<file path="src/rtl/pipe_ctrl_unit.sv">
// Staged, hazard-aware control path for the 5-stage RV32I core.
// Optional sticky illegal-opcode flag: define PIPE_CTRL_ILLEGAL_TRAP_EN.
module pipe_ctrl_unit #(
    parameter int REG_ADDR_W = 5,
    parameter int ALU_OP_W   = 3,
    parameter int WB_SEL_W   = 3
) (
    input  logic                  clk,
    input  logic                  reset_n,
    input  logic [6:0]            opcode_id,
    input  logic [REG_ADDR_W-1:0] rs1_id,
    input  logic [REG_ADDR_W-1:0] rs2_id,
    input  logic [REG_ADDR_W-1:0] rd_id,
    input  logic                  stall_ext,
    input  logic                  flush_ex,
    output logic                  pc_write,
    output logic                  if_id_write,
    output logic                  hazard_stall,
    output logic [ALU_OP_W-1:0]   ex_alu_op,
    output logic                  ex_alu_src,
    output logic                  ex_branch,
    output logic                  ex_jump,
    output logic [REG_ADDR_W-1:0] ex_rd,
    output logic                  mem_mem_write,
    output logic                  mem_mem_read,
    output logic [REG_ADDR_W-1:0] mem_rd,
    output logic                  wb_reg_write,
    output logic [WB_SEL_W-1:0]   wb_mem_to_reg,
    output logic [REG_ADDR_W-1:0] wb_rd,
    output logic                  illegal_seen
);

    localparam logic [6:0] OP_R     = 7'b0110011;
    localparam logic [6:0] OP_I     = 7'b0010011;
    localparam logic [6:0] OP_LOAD  = 7'b0000011;
    localparam logic [6:0] OP_STORE = 7'b0100011;
    localparam logic [6:0] OP_BEQ   = 7'b1100011;
    localparam logic [6:0] OP_LUI   = 7'b0110111;
    localparam logic [6:0] OP_AUIPC = 7'b0010111;
    localparam logic [6:0] OP_JAL   = 7'b1101111;
    localparam logic [6:0] OP_JALR  = 7'b1100111;

    typedef struct packed {
        logic                  reg_write;
        logic                  mem_read;
        logic                  mem_write;
        logic [WB_SEL_W-1:0]   mem_to_reg;
        logic [ALU_OP_W-1:0]   alu_op;
        logic                  alu_src;
        logic                  branch;
        logic                  jump;
        logic [REG_ADDR_W-1:0] rd;
    } id_ex_t;

    typedef struct packed {
        logic                  reg_write;
        logic                  mem_read;
        logic                  mem_write;
        logic [WB_SEL_W-1:0]   mem_to_reg;
        logic [REG_ADDR_W-1:0] rd;
    } ex_mem_t;

    typedef struct packed {
        logic                  reg_write;
        logic [WB_SEL_W-1:0]   mem_to_reg;
        logic [REG_ADDR_W-1:0] rd;
    } mem_wb_t;

    id_ex_t  dec, id_ex_d, id_ex_q;
    ex_mem_t ex_mem_d, ex_mem_q;
    mem_wb_t mem_wb_d, mem_wb_q;
    logic    legal, uses_rs1, uses_rs2, ld_hit;

    always_comb begin
        dec      = '0;
        legal    = 1'b1;
        uses_rs1 = 1'b0;
        uses_rs2 = 1'b0;
        case (opcode_id)
            OP_R: begin
                dec.reg_write  = 1'b1;
                dec.mem_to_reg = WB_SEL_W'(3'b010);
                dec.alu_op     = ALU_OP_W'(3'b010);
                uses_rs1       = 1'b1;
                uses_rs2       = 1'b1;
            end
            OP_I: begin
                dec.reg_write  = 1'b1;
                dec.mem_to_reg = WB_SEL_W'(3'b110);
                dec.alu_op     = ALU_OP_W'(3'b011);
                dec.alu_src    = 1'b1;
                uses_rs1       = 1'b1;
            end
            OP_LOAD: begin
                dec.reg_write  = 1'b1;
                dec.mem_read   = 1'b1;
                dec.mem_to_reg = WB_SEL_W'(3'b011);
                dec.alu_src    = 1'b1;
                uses_rs1       = 1'b1;
            end
            OP_STORE: begin
                dec.mem_write  = 1'b1;
                dec.mem_to_reg = WB_SEL_W'(3'b010);
                dec.alu_src    = 1'b1;
                uses_rs1       = 1'b1;
                uses_rs2       = 1'b1;
            end
            OP_BEQ: begin
                dec.mem_to_reg = WB_SEL_W'(3'b010);
                dec.alu_op     = ALU_OP_W'(3'b001);
                dec.branch     = 1'b1;
                uses_rs1       = 1'b1;
                uses_rs2       = 1'b1;
            end
            OP_LUI: begin
                dec.reg_write  = 1'b1;
                dec.mem_to_reg = WB_SEL_W'(3'b100);
                dec.alu_op     = ALU_OP_W'(3'b100);
                dec.alu_src    = 1'b1;
            end
            OP_AUIPC: begin
                dec.reg_write  = 1'b1;
                dec.mem_to_reg = WB_SEL_W'(3'b001);
                dec.alu_op     = ALU_OP_W'(3'b100);
                dec.alu_src    = 1'b1;
            end
            OP_JAL: begin
                dec.reg_write = 1'b1;
                dec.alu_src   = 1'b1;
                dec.jump      = 1'b1;
            end
            OP_JALR: begin
                dec.reg_write = 1'b1;
                dec.alu_src   = 1'b1;
                dec.jump      = 1'b1;
                uses_rs1      = 1'b1;
            end
            default: legal = 1'b0;
        endcase
        // illegal opcodes decode to a full bubble, rd included
        if (legal) dec.rd = rd_id;
        if (rd_id == '0) dec.reg_write = 1'b0;
    end

    assign ld_hit = id_ex_q.mem_read && (id_ex_q.rd != '0) &&
                    ((uses_rs1 && (id_ex_q.rd == rs1_id)) ||
                     (uses_rs2 && (id_ex_q.rd == rs2_id)));

    assign hazard_stall = ld_hit && !flush_ex;
    assign pc_write     = !(hazard_stall || stall_ext);
    assign if_id_write  = pc_write;

    always_comb begin
        id_ex_d  = id_ex_q;
        ex_mem_d = ex_mem_q;
        mem_wb_d = mem_wb_q;
        if (!stall_ext) begin
            if (flush_ex || hazard_stall) id_ex_d = '0;
            else                          id_ex_d = dec;
            ex_mem_d.reg_write  = id_ex_q.reg_write;
            ex_mem_d.mem_read   = id_ex_q.mem_read;
            ex_mem_d.mem_write  = id_ex_q.mem_write;
            ex_mem_d.mem_to_reg = id_ex_q.mem_to_reg;
            ex_mem_d.rd         = id_ex_q.rd;
            mem_wb_d.reg_write  = ex_mem_q.reg_write;
            mem_wb_d.mem_to_reg = ex_mem_q.mem_to_reg;
            mem_wb_d.rd         = ex_mem_q.rd;
        end
    end

    always_ff @(posedge clk or negedge reset_n) begin
        if (!reset_n) begin
            id_ex_q  <= '0;
            ex_mem_q <= '0;
            mem_wb_q <= '0;
        end else begin
            id_ex_q  <= id_ex_d;
            ex_mem_q <= ex_mem_d;
            mem_wb_q <= mem_wb_d;
        end
    end

    assign ex_alu_op     = id_ex_q.alu_op;
    assign ex_alu_src    = id_ex_q.alu_src;
    assign ex_branch     = id_ex_q.branch;
    assign ex_jump       = id_ex_q.jump;
    assign ex_rd         = id_ex_q.rd;
    assign mem_mem_write = ex_mem_q.mem_write;
    assign mem_mem_read  = ex_mem_q.mem_read;
    assign mem_rd        = ex_mem_q.rd;
    assign wb_reg_write  = mem_wb_q.reg_write;
    assign wb_mem_to_reg = mem_wb_q.mem_to_reg;
    assign wb_rd         = mem_wb_q.rd;

`ifdef PIPE_CTRL_ILLEGAL_TRAP_EN
    logic illegal_q, illegal_d;

    assign illegal_d = illegal_q ||
                       (!stall_ext && !flush_ex && !hazard_stall && !legal);

    always_ff @(posedge clk or negedge reset_n) begin
        if (!reset_n) illegal_q <= 1'b0;
        else          illegal_q <= illegal_d;
    end

    assign illegal_seen = illegal_q;
`else
    assign illegal_seen = 1'b0;
`endif

endmodule

</file>
<file path="config.mk">
export PLATFORM = sky130hd
export DESIGN_NAME = pipe_ctrl_unit
export DESIGN_NICKNAME = d
export VERILOG_FILES = /design/src/rtl/pipe_ctrl_unit.sv
export SDC_FILE = /design/constraint.sdc
export NUM_CORES = 1
export LEC_CHECK = 0
export ABC_AREA = 1
export ABC_CLOCK_PERIOD_IN_PS = 2000
export CORE_ASPECT_RATIO = 0.8
export CORE_MARGIN = 3
export CORE_UTILIZATION = 33
export CTS_BUF_LIST = sky130_fd_sc_hd__clkbuf_8 sky130_fd_sc_hd__clkbuf_16
export DETAILED_ROUTE_END_ITERATION = 16
export SLEW_MARGIN = 25
export SYNTH_ARGS = -nofsm -noshare
export SYNTH_HDL_FRONTEND = slang
export SYNTH_SLANG_ARGS = --single-unit
</file>
<file path="constraint.sdc">
create_clock -name clk -period 2 [get_ports clk]
set_input_delay 0.4 -clock clk [delete_from_list [all_inputs] [get_ports clk]]
set_output_delay 0.4 -clock clk [all_outputs]
set_load 0.02 [all_outputs]
</file>
# Word-level counts from Yosys, hierarchy flattened
# Cells that the tools add are included.
dict set report word_totals {
  regBits 37
  inputBits 26
  output_inout_bits 31
  elab_cells 61
}
dict set report classes {
  eq_ne 11
  mux 14
  n_reduce_logical 19
}
# cell n
set op_table {}
lappend op_table {{== test 7 x 6 -> 1 bit, second input constant} 3}
lappend op_table {{== test 7 bit, second input constant} 3}
lappend op_table {{2-to-1 mux 17 bit} 1}
lappend op_table {{case mux 3 bit (5 select lines)} 1}
lappend op_table {{== test 7 x 5 -> 1 bit, second input constant} 2}
lappend op_table {{OR reduction 7 bit} 2}
lappend op_table {{case mux 3 bit (4 select lines)} 1}
lappend op_table {{== test 5 bit} 2}
lappend op_table {{2-to-1 mux 1 bit} 10}
lappend op_table {{OR reduction 9 bit} 1}
lappend op_table {{== test 7 x 2 -> 1 bit, second input constant} 1}
lappend op_table {{OR reduction 6 bit} 1}
lappend op_table {{logical AND 1 bit} 5}
lappend op_table {{logical NOT 5 bit} 1}
lappend op_table {{2-to-1 mux 5 bit} 1}
lappend op_table {{nonzero test 5 bit} 1}
lappend op_table {{OR reduction 2 bit} 2}
lappend op_table {{logical OR 1 bit} 3}
lappend op_table {{OR reduction 3 bit} 1}
lappend op_table {{logical NOT 1 bit} 2}

# Logic depth before layout (Yosys ltp)
# Gate-level depths: netlist of run 1.
dict set report logic_depth {
  ltp_word 9
  ltp_mapped 12
  depth_no_buf 11
}

# Worst setup path before layout of run 1
# Ideal clock, no wire load.
dict set report synth_timing {
  path_type {input -> output}
  startpoint {input port stall_ext}
  endpoint {output port pc_write}
  arrival_ns 1.457
  t_required_ns 1.600
  slack_ns 0.143
  path_stages 7
  path_buffers 4
  cell_sequence {clkbuf_1 inv_1 clkbuf_1 buf_2 nand2_1 inv_1 buf_4}
}
dict set report synth_between {
  elab_chain_len 2
}
# item line_no
set synth_lines {}
lappend synth_lines {{from (decl)} 14} ;# input logic stall_ext,
lappend synth_lines {{logical OR 1 bit} 150} ;# assign pc_write = !(hazard_stall || stall_ext);
lappend synth_lines {{logical NOT 1 bit} 150}
lappend synth_lines {{to (decl)} 16} ;# output logic pc_write,
# No other way between the ends.

# Final worst setup path of run 1
dict set report layout_timing {
  startpoint {register id_ex_q, in the netlist ex_rd[4]}
  endpoint {output port if_id_write}
}
dict set report layout_between {
  elab_chain_len 7
  elab_cells_between_ends 11
  cone_classes {eq/ne: 2; reduce/logical: 9}
}
# item line_no
set layout_lines {}
lappend layout_lines {{from (decl)} 69} ;# id_ex_t dec, id_ex_d, id_ex_q;
lappend layout_lines {{from (signal assigned)} 177} ;# id_ex_q <= id_ex_d;
lappend layout_lines {{== test 5 bit, on equally long branches} {146, 147}}
lappend layout_lines {{logical AND 1 bit, on equally long branches} {146, 147}}
lappend layout_lines {{logical OR 1 bit} 146} ;# ((uses_rs1 && (id_ex_q.rd == rs1_id)) ||
lappend layout_lines {{logical AND 1 bit (*)} 145} ;# assign ld_hit = id_ex_q.mem_read && (id_ex_q.rd != '0) &&
lappend layout_lines {{logical AND 1 bit (*)} 149} ;# assign hazard_stall = ld_hit && !flush_ex;
lappend layout_lines {{logical OR 1 bit (*)} 150}
lappend layout_lines {{logical NOT 1 bit (*)} 150}
lappend layout_lines {{to (decl)} 17} ;# output logic if_id_write,
# Every way passes the cells marked *; elsewhere a longest branch is shown, timed or not.

==> metrics, run 1 <==
status=finished, violations left; failing checks=negative setup slack; worst hold path type=in -> async; crit path max-delay cell type=dfrtp_2; share of cells above drive strength 1=21.94%; largest net degree at the start of global routing=51; P per Cell Area=545.3 mW/mm²; Clock Tree Root=clkbuf_8; post-route ant nets=0; CP peak stage delay=0.44 ns; commonest non-fill, non-tap cell in the layout=nand2_1; switching part of the total=roughly a quarter; cell mode on critical path=nand2_2; Core Util, Final=49.51%; commonest cells after routing, fill and taps aside=nand2_1 (98), clkdlybuf4s50_1 (37), dfrtp_1 (35), buf_4 (32), nand3_1 (26); crit-path cells=buf_4 -> xor2_1 -> nor2_1 -> nand3_2 -> nand2_2 -> nand3_4 -> nand2_2 -> inv_2 -> buf_6; relative slew slack=61.27%; GRT Residual Overflow=0; CTS sink count=37; Clk pwr share=38.7%; dpl cells=414; top sig layer=met4; DR WL met2=2416 µm; final slew viol count=0; die width=94.22 µm; leakage power=0.001582 µW; Final Routed Wirelength=5142 µm; Area Overhead vs Synth=43.97%; clk slew on worst S/H paths=around 0.07 ns; Non-Filler Instances=432; Post-Syn Area=0.002054 mm²; Slew @ Worst Pin=0.5810 ns; Layout Skew=0.006140 ns; TritonCTS clock tree=built; most flop-heavy register=id_ex_q; RSZ-0062 raised after global routing=yes; Sw Pwr=394.0 µW; yosys warns=0; via density per instance=4.549; Comb power frac=13.6%; Internal=around 1200 µW; FF+latch count, synth=37; part of the Yosys area used for sequential elements=45.07%; 1st-iter DRT viols=100; worst path required time=1.60 ns; worst-skew pair later-pin latency=0.29 ns; Initial Utilization=34.39%; Die Ht=76.58 µm; final setup fails=2; Startpoint Class=flip-flop; clock buffer depth=2; Site Rows=25; die area=0.007215 mm²; post-DR wirelength/cell=~12 µm; routed vias=about 2k; Worst VDD drop=0.0002806 V; placed wire-length estimate=~3500 µm; GR Util All Layers=14.56%; H-tree Lvls=2; Fmax achieved=486.0 MHz; Ant. Diodes=0; final period utilization=102.9%; final net count=377; multi-input combinational cell area=932.1 µm²; Netlist cell types=25; WL met3=303 µm; Pre-antenna DRT Iters=4; Final WS setup=-0.05776 ns; Reg power frac=47.6%; number of flip-flops in the largest register=6; first-pass GRT wire length=8418 µm; Tmin final=between 2 and 2.5 ns; vias in the first global route=1874; port bufs=55; Routed met1 length=between 2000 and 2500 µm; depth of the worst register-to-register path=12; final hold violations=0; Reg area=approximately 930 µm²; Crit Path Max Fanout=4; TritonCTS Buffers=5; core footprint=roughly 0.0060 mm²; DRC=0; dpl cell area=around 0.0027 mm²; Syn Inst Count=280; Syn Nets=306; io pins=57; Synth Area per Inst=7.337 µm²; Max Cap Viol=0; Final Cell Area=0.002958 mm²; antenna violations before repair=0; crit end category=output pin; placer congestion estimate=just over 0.9; Fillers=618; CP arrival=1.66 ns; Setup Crit Path Kind=reg -> out
## cell usage after synthesis
cell type  number  area (µm²)
xnor2_1         2       17.52
inv_2           9       33.78
buf_2           2       10.01
clkbuf_1        7       26.28
nand2_4         2       22.52
nor2_1         17       63.81
nor3_1          3       15.01
a21oi_1         6       30.03
nand2_1        99       371.6
nand3_2         1       10.01
inv_1          22       82.58
o21ai_1         1       5.000
buf_6           1       11.26
clkinv_1        1       3.750
nand3_1        28       140.1
o21ai_0        13       65.06
nor2_8          1       20.02
conb_1          1       3.750
xor2_1          3       26.28
a31oi_1         1       6.260
buf_4          15       112.6
o31ai_1         1       7.510
nand4_1         2       12.51
dfrtp_1        37       925.9
nand2_2         5       31.28
## power by group through the flow
stage	clock [µW]	combinational, µW	sequential (µW)
after floorplan	0	95.5	787
after global placement	0	217	782
after detailed placement	0	220	783
after CTS	638	219	768
after global routing	672	243	769
final	625	220	768
## cells by family (layout without fill, tap and decap cells)
| family | after synthesis | after routing | share of synthesized area (%) |
|---|---|---|---|
| and+or+nand+nor | 158 | 160 | 33.43 |
| buffers and inverters | 57 | 126 | 13.64 |
| DFF | 37 | 37 | 45.07 |
| AOI/OAI and AO/OA | 22 | 22 | 5.542 |
| xor gates and xnor gates | 5 | 5 | 2.132 |
| other | 1 | 1 | 0.1825 |
## timing repair
action / 4_1_cts / 5_1_grt
hold buffers: 0 / 0
cloned: 0 / 2
setup endpoints to repair: 3 / 20
pin swaps: 13 / 8
setup buffers: 8 / 4
gates resized for setup: 40 / 12
## per-layer routing
layer	vias up	global-route usage, %
met5	-	0
met4	0	4.762
met3	10	3.751
met2	60	22.73
met1	895	19.56
li1	1000	-
## final timing paths
| path | start | to | slack (ns) |
|---|---|---|---|
| worst max register to register | ex_rd[4]$_DFFE_PN0N_ | ex_rd[0]$_DFFE_PN0N_ | 0.13 |
| worst max-delay path | ex_rd[4]$_DFFE_PN0N_ | if_id_write | -0.06 |
| worst min register to register | id_ex_q[14]$_DFFE_PN0N_ | mem_mem_write$_DFFE_PN0N_ | 0.47 |
| min in group clk | id_ex_q[14]$_DFFE_PN0N_ | mem_mem_write$_DFFE_PN0N_ | 0.47 |
| max in group asynchronous | reset_n | ex_rd[4]$_DFFE_PN0N_ | 1.37 |
| worst min-delay path | reset_n | mem_mem_write$_DFFE_PN0N_ | 0.10 |
## critical path, delay by kind of cell (launching register included)
| family | cells | cell delay (ns) |
|---|---|---|
| buf+inv | 3 | 0.30 |
| xor+xnor | 1 | 0.15 |
| flops | 1 | 0.44 |
| simple gates | 5 | 0.46 |
## final cells by class
| type | instances | share of cell area (%) |
|---|---|---|
| clock buffer | 5 | 2.327 |
| clock inverter | 2 | 1.184 |
| inverter | 32 | 4.061 |
| multi-input combinational | 188 | 31.51 |
| sequential | 37 | 31.39 |
| tap | 81 | 3.426 |
| timing repair buffer | 87 | 26.10 |
## metrics by stage
stage	power [µW]	worst slack [ns]	TNS [ns]	hold WS, ns
after global placement	999.5	-0.7085	-2.089	0.4420
after floorplan	882.8	0.1435	0	0.1044
final	1613	-0.05776	-0.1152	0.1012
after CTS	1625	-0.04534	-0.1047	0.1265
after detailed placement	1003	-0.7473	-2.369	0.4423
after global routing	1684	-0.1718	-0.4511	0.1408
No activity file was read; power rests on OpenSTA's default activity.
==> run 2: changes to the inputs <==
CORE_ASPECT_RATIO = unset   (was 0.8)
CORE_UTILIZATION = 48   (was 33)
PLACE_DENSITY = 0.8   (was unset)
==> run 2 against run 1 <==
The run still ends with negative setup slack left; die area down 29%; cell count down 6.0%; critical path depth up 3; largest power group unchanged; sequential share of layout area up 0.36 points.
==> metrics, run 2 (synthesized netlist as in run 1, its figures left out) <==
Final WS setup=-0.07175 ns; die area=roughly 0.0051 mm²; Area Overhead vs Synth=42.51%; Fmax achieved=482.7 MHz; Clk pwr share=34.0%; clk slew on worst S/H paths=0.07 ns; failing checks=negative setup slack; Sw Pwr=382.5 µW; crit end category=output pin; r2r setup slk=0.04 ns; core footprint=0.004058 mm²; P per Cell Area=about 520 mW/mm²; Worst path top cell family by delay=simple AND/OR/NAND/NOR gates; worst hold path type=in -> async; Final Routed Wirelength=5332 µm; share of cells above drive strength 1=23.03%; CP arrival=1.67 ns; Site Rows=23; crit path max-delay cell type=dfrtp_2; cell mode on critical path=nand2_2; routed vias=2054; crit-path cells=inv_2 -> nand2_2 -> nand2_2 -> nor2_2 -> nand2_1 -> nor2_1 -> nand2_1 -> nand2_2 -> nand3_4 -> nand2_2 -> inv_2 -> buf_6; H-tree Lvls=2; Comb power frac=around 15%; Clock Tree Root=clkbuf_8; port bufs=55; most flop-heavy register=id_ex_q; Layout Skew=roughly 0.0033 ns; WP buf/inv=3; leakage power=0.001588 µW; Setup Crit Path Kind=reg -> out; Tmin final=2.072 ns; GR Util All Layers=21.44%; depth of the worst register-to-register path=13; final setup fails=3; worst-skew pair later-pin latency=0.29 ns; io pins=57; commonest cells after routing, fill and taps aside=nand2_1 (94), buf_4 (39), clkdlybuf4s50_1 (37), dfrtp_1 (34), nand3_1 (27); hold buffers post-CTS=0; post-route ant nets=0; die width=approximately 71 µm; dpl cell area=0.002683 mm²; Die Ht=71.42 µm; status=finished, violations left; 1st-iter DRT viols=182; antenna violations before repair=0; GRT Residual Overflow=0; Ant. Diodes=0; TritonCTS Buffers=5; placer congestion estimate=0.8719; Reg power frac=about half; clock buffer depth=2; vias in the first global route=between 1.5k and 2k; CP peak stage delay=0.43 ns; Max Cap Viol=0; final slew viol count=0; switching part of the total=25.32%; Pre-antenna DRT Iters=4; placed wire-length estimate=3316 µm; Crit Reg-Reg Startpoint=ex_rd[4]$_DFFE_PN0N_; RSZ-0062 raised after global routing=yes; largest net degree at the start of global routing=around 50; setup TNS=-0.1454 ns; Internal=about 1100 µW; worst r2r dst=mem_rd[4]$_DFFE_PN0N_; Final Cell Area=~0.0029 mm²; CTS sink count=37; final net count=382; via density per instance=5.059; first-pass GRT wire length=8631 µm; Initial Utilization=50.63%; TritonCTS clock tree=built; final hold violations=0; number of flip-flops in the largest register=6; final period utilization=103.6%; Core Util, Final=72.16%; Crit Path Max Fanout=5; Startpoint Class=flip-flop; commonest non-fill, non-tap cell in the layout=nand2_1; DRC=0; worst path required time=1.60 ns; post-DR wirelength/cell=13.13 µm; Worst VDD drop=around 0.00027 V
[run 2: cell count changes in the layout (fill, tap and decap cells not counted), sizes merged]
cell,delta
bufinv,-1
buf,+7
clkdlybuf4s15,+1
dlygate4sd2,+1
dlymetal6s2s,-1
clkinv,-1
inv,+1
nand2,-2
[run 2: routing by layer]
layer,track usage [%],wire (µm),vias up
li1,-,-,1003
met1,25.61,2070,940
met5,0,0,-
met4,12.53,230,0
met2,35.82,2691,86
met3,4.208,340,25
[run 2: cell type report]
| class | instances | area, µm² |
|---|---|---|
| flip-flops and latches | 37 | 929.6 |
| clock buffers | 6 | 82.58 |
| repair buffers | 94 | 825.8 |
| fillers | 322 | 1130 |
| clock inverters | 1 | 3.754 |
| inverters | 32 | 120.1 |
| multi-input cells | 186 | 903.4 |
| well taps | 50 | 62.56 |
[run 2: worst max-delay path by stage]
| stage | start | end | cells past startpoint |
|---|---|---|---|
| floorplan | stall_ext | pc_write | 7 |
| global placement | opcode_id[5] | hazard_stall | 10 |
| detailed placement | opcode_id[4] | if_id_write | 12 |
| CTS | ex_rd[4]$_DFFE_PN0N_ | if_id_write | 12 |
| global route | ex_rd[0]$_DFFE_PN0N_ | if_id_write | 11 |
| finish | ex_rd[2]$_DFFE_PN0N_ | if_id_write | 12 |
[run 2: power groups by stage]
stage / clock [µW] / sequential, µW / combinational, µW
floorplan: 0 / 787 / 95.5
global placement: 0 / 782 / 215
detailed placement: 0 / 782 / 218
CTS: 524 / 768 / 220
global route: 563 / 770 / 248
finish: 514 / 768 / 228
[run 2: metrics by stage]
| step | instances | hold slack [ns] | total power (µW) | setup WS [ns] |
|---|---|---|---|---|
| 2_1_floorplan | 280 | 0.1044 | 882.8 | 0.1435 |
| 3_3_place_gp | 384 | 0.4491 | 996.3 | -0.6419 |
| 3_5_place_dp | 384 | 0.4640 | 1000 | -0.7010 |
| 4_1_cts | 405 | 0.1578 | 1512 | -0.03566 |
| 5_1_grt | 406 | 0.1794 | 1581 | -0.1476 |
| 6_report | 406 | 0.1399 | 1510 | -0.07175 |
[run 2: what timing repair did]
action	in CTS	in global routing
setup buffers	14	1
pin swaps	8	6
gates resized for setup	38	15
setup endpoints to repair	3	4
==> run 3: changes to the inputs <==
CORE_MARGIN = unset   (was 3)
SLEW_MARGIN = unset   (was 25)
==> run 3 against run 2 <==
The flow still finishes with violations (negative setup slack); highest routed layer unchanged; register-to-register slack better by 0.39 ns; worst setup slack lost 0.015 ns; combinational power shrank 5%; critical endpoint unchanged; utilization is 2.6 points lower; largest power group unchanged; cell count down 3.0%; hold slack better by 0.060 ns; fmax is 0.71% lower; count of clock-buffer cells in the layout increased by 1; critical path depth stayed put; routed wire length shrank 14%; first-iteration DRC count down 36%.
==> metrics, run 3 (synthesized netlist as in run 1, its figures left out) <==
r2r setup slk=0.43 ns; GRT Residual Overflow=0; cell mode on critical path=nand2_1; Comb power frac=13.9%; Die Ht=~67 µm; TritonCTS clock tree=built; Sw Pwr=390.5 µW; Final Routed Wirelength=4591 µm; relative slew slack=45.01%; vias in the first global route=around 1.8k; Place WS=-0.7369 ns; port bufs=55; Worst path top cell family by delay=simple AND/OR/NAND/NOR gates; Internal=1167 µW; crit path max-delay cell type=dfrtp_1; commonest cells after routing, fill and taps aside=nand2_1 (97), clkdlybuf4s50_1 (39), dfrtp_1 (36), nand3_1 (27), buf_4 (26); final setup fails=3; via density per instance=between 4 and 5; DR WL met2=about 2400 µm; clock buffer depth=2; Clk pwr share=36.8%; top sig layer=met4; DRC=0; Setup Crit Path Kind=reg -> out; commonest non-fill, non-tap cell in the layout=nand2_1; CP peak stage delay=0.43 ns; H-tree Lvls=2; CTS sink count=37; most flop-heavy register=id_ex_q; dpl cell area=between 0.002 and 0.003 mm²; final hold violations=0; worst r2r dst=ex_jump$_DFFE_PN0N_; status=finished, violations left; Crit Path Max Fanout=4; Routed met1 length=1966 µm; worst path required time=1.60 ns; post-DR wirelength/cell=11.65 µm; Startpoint Class=flip-flop; core footprint=around 0.004 mm²; io pins=57; final slew viol count=0; Reg power frac=49.3%; crit-path cells=inv_2 -> nand2_1 -> nand2_1 -> nor2_1 -> nand2_1 -> nor2_2 -> nand2_1 -> nand2_2 -> nand3_2 -> nand2_2 -> inv_2 -> buf_6; placer congestion estimate=between 0.9 and 1; Ant. Diodes=0; post-route ant nets=0; Non-Filler Instances=394; failing checks=negative setup slack; Max Cap Viol=0; worst-skew pair later-pin latency=0.29 ns; Final Cell Area=about 0.0028 mm²; Layout Skew=~0.0035 ns; Site Rows=23; final net count=369; worst hold path type=in -> async; Fmax achieved=479.3 MHz; depth of the worst register-to-register path=12; routed vias=1903; leakage power=0.001540 µW; Initial Utilization=50.63%; placed wire-length estimate=3264 µm; dpl cells=between 300 and 400; Area Overhead vs Synth=37.45%; Pre-antenna DRT Iters=4; Worst VDD drop=0.0002541 V; WP buf/inv=3; Final WS setup=-0.08651 ns; final period utilization=104.3%; switching part of the total=25.08%; RSZ-0062 raised after global routing=yes; WL met3=129 µm; share of cells above drive strength 1=19.19%; first-pass GRT wire length=7507 µm; number of flip-flops in the largest register=6; CP arrival=1.69 ns; die area=roughly 0.0045 mm²; worst hold slack=0.2003 ns; Crit Reg-Reg Startpoint=ex_rd[4]$_DFFE_PN0N_; GR Util All Layers=about 23%; Clock Tree Root=clkbuf_8; Slew @ Worst Pin=around 0.82 ns; hold buffers post-CTS=0; crit end category=output pin; 1st-iter DRT viols=117; antenna violations before repair=0; clk slew on worst S/H paths=0.07 ns; largest net degree at the start of global routing=51; die width=67.42 µm; Tmin final=2.087 ns; TritonCTS Buffers=5; P per Cell Area=551.4 mW/mm²
==> run 3: cell type report <==
class	instances	area, µm²
sequential	37	927.1
multi-input combinational	186	883.3
timing repair buffer	81	729.5
inverter	32	120.1
clock buffer	7	96.34
clock inverter	1	5.005
fill	354	1234
tap	50	62.56
==> run 3: worst max-delay path by stage <==
| stage | from | to | slack, ns | cells past startpoint |
|---|---|---|---|---|
| 2_1_floorplan | stall_ext | pc_write | 0.14 | 7 |
| 3_3_place_gp | opcode_id[5] | hazard_stall | -0.64 | 10 |
| 3_5_place_dp | opcode_id[6] | hazard_stall | -0.74 | 11 |
| 4_1_cts | ex_rd[4]$_DFFE_PN0N_ | if_id_write | -0.05 | 12 |
| 5_1_grt | ex_rd[4]$_DFFE_PN0N_ | if_id_write | -0.20 | 12 |
| 6_report | ex_rd[4]$_DFFE_PN0N_ | if_id_write | -0.09 | 12 |
==> run 3: per-layer routing <==
layer / up-vias / track usage [%]
met5: - / 0
met4: 0 / 14.63
met3: 12 / 3.209
met2: 52 / 37.88
met1: 860 / 26.65
li1: 979 / -
==> run 3: repair_timing <==
action,in CTS,in global routing
hold endpoints to repair,0,0
pin swaps,14,6
buffers inserted,4,0
endpoints found under the setup margin,3,3
gates resized for setup,40,2
==> run 3: power by group through the flow <==
stage | Combinational, µW | Sequential (µW) | Clock, µW
5_1_grt | 238 | 769 | 619
2_1_floorplan | 95.5 | 787 | 0
6_report | 217 | 768 | 572
4_1_cts | 218 | 768 | 583
3_3_place_gp | 213 | 782 | 0
3_5_place_dp | 217 | 782 | 0
==> run 3: through the flow <==
stage	power (µW)	util (%)	TNS, ns
floorplan	882.8	-	0
global placement	994.1	65.74	-1.911
detailed placement	998.8	65.74	-2.476
CTS	1569	69.41	-0.1355
global route	1626	69.60	-0.5592
finish	1557	69.60	-0.2414
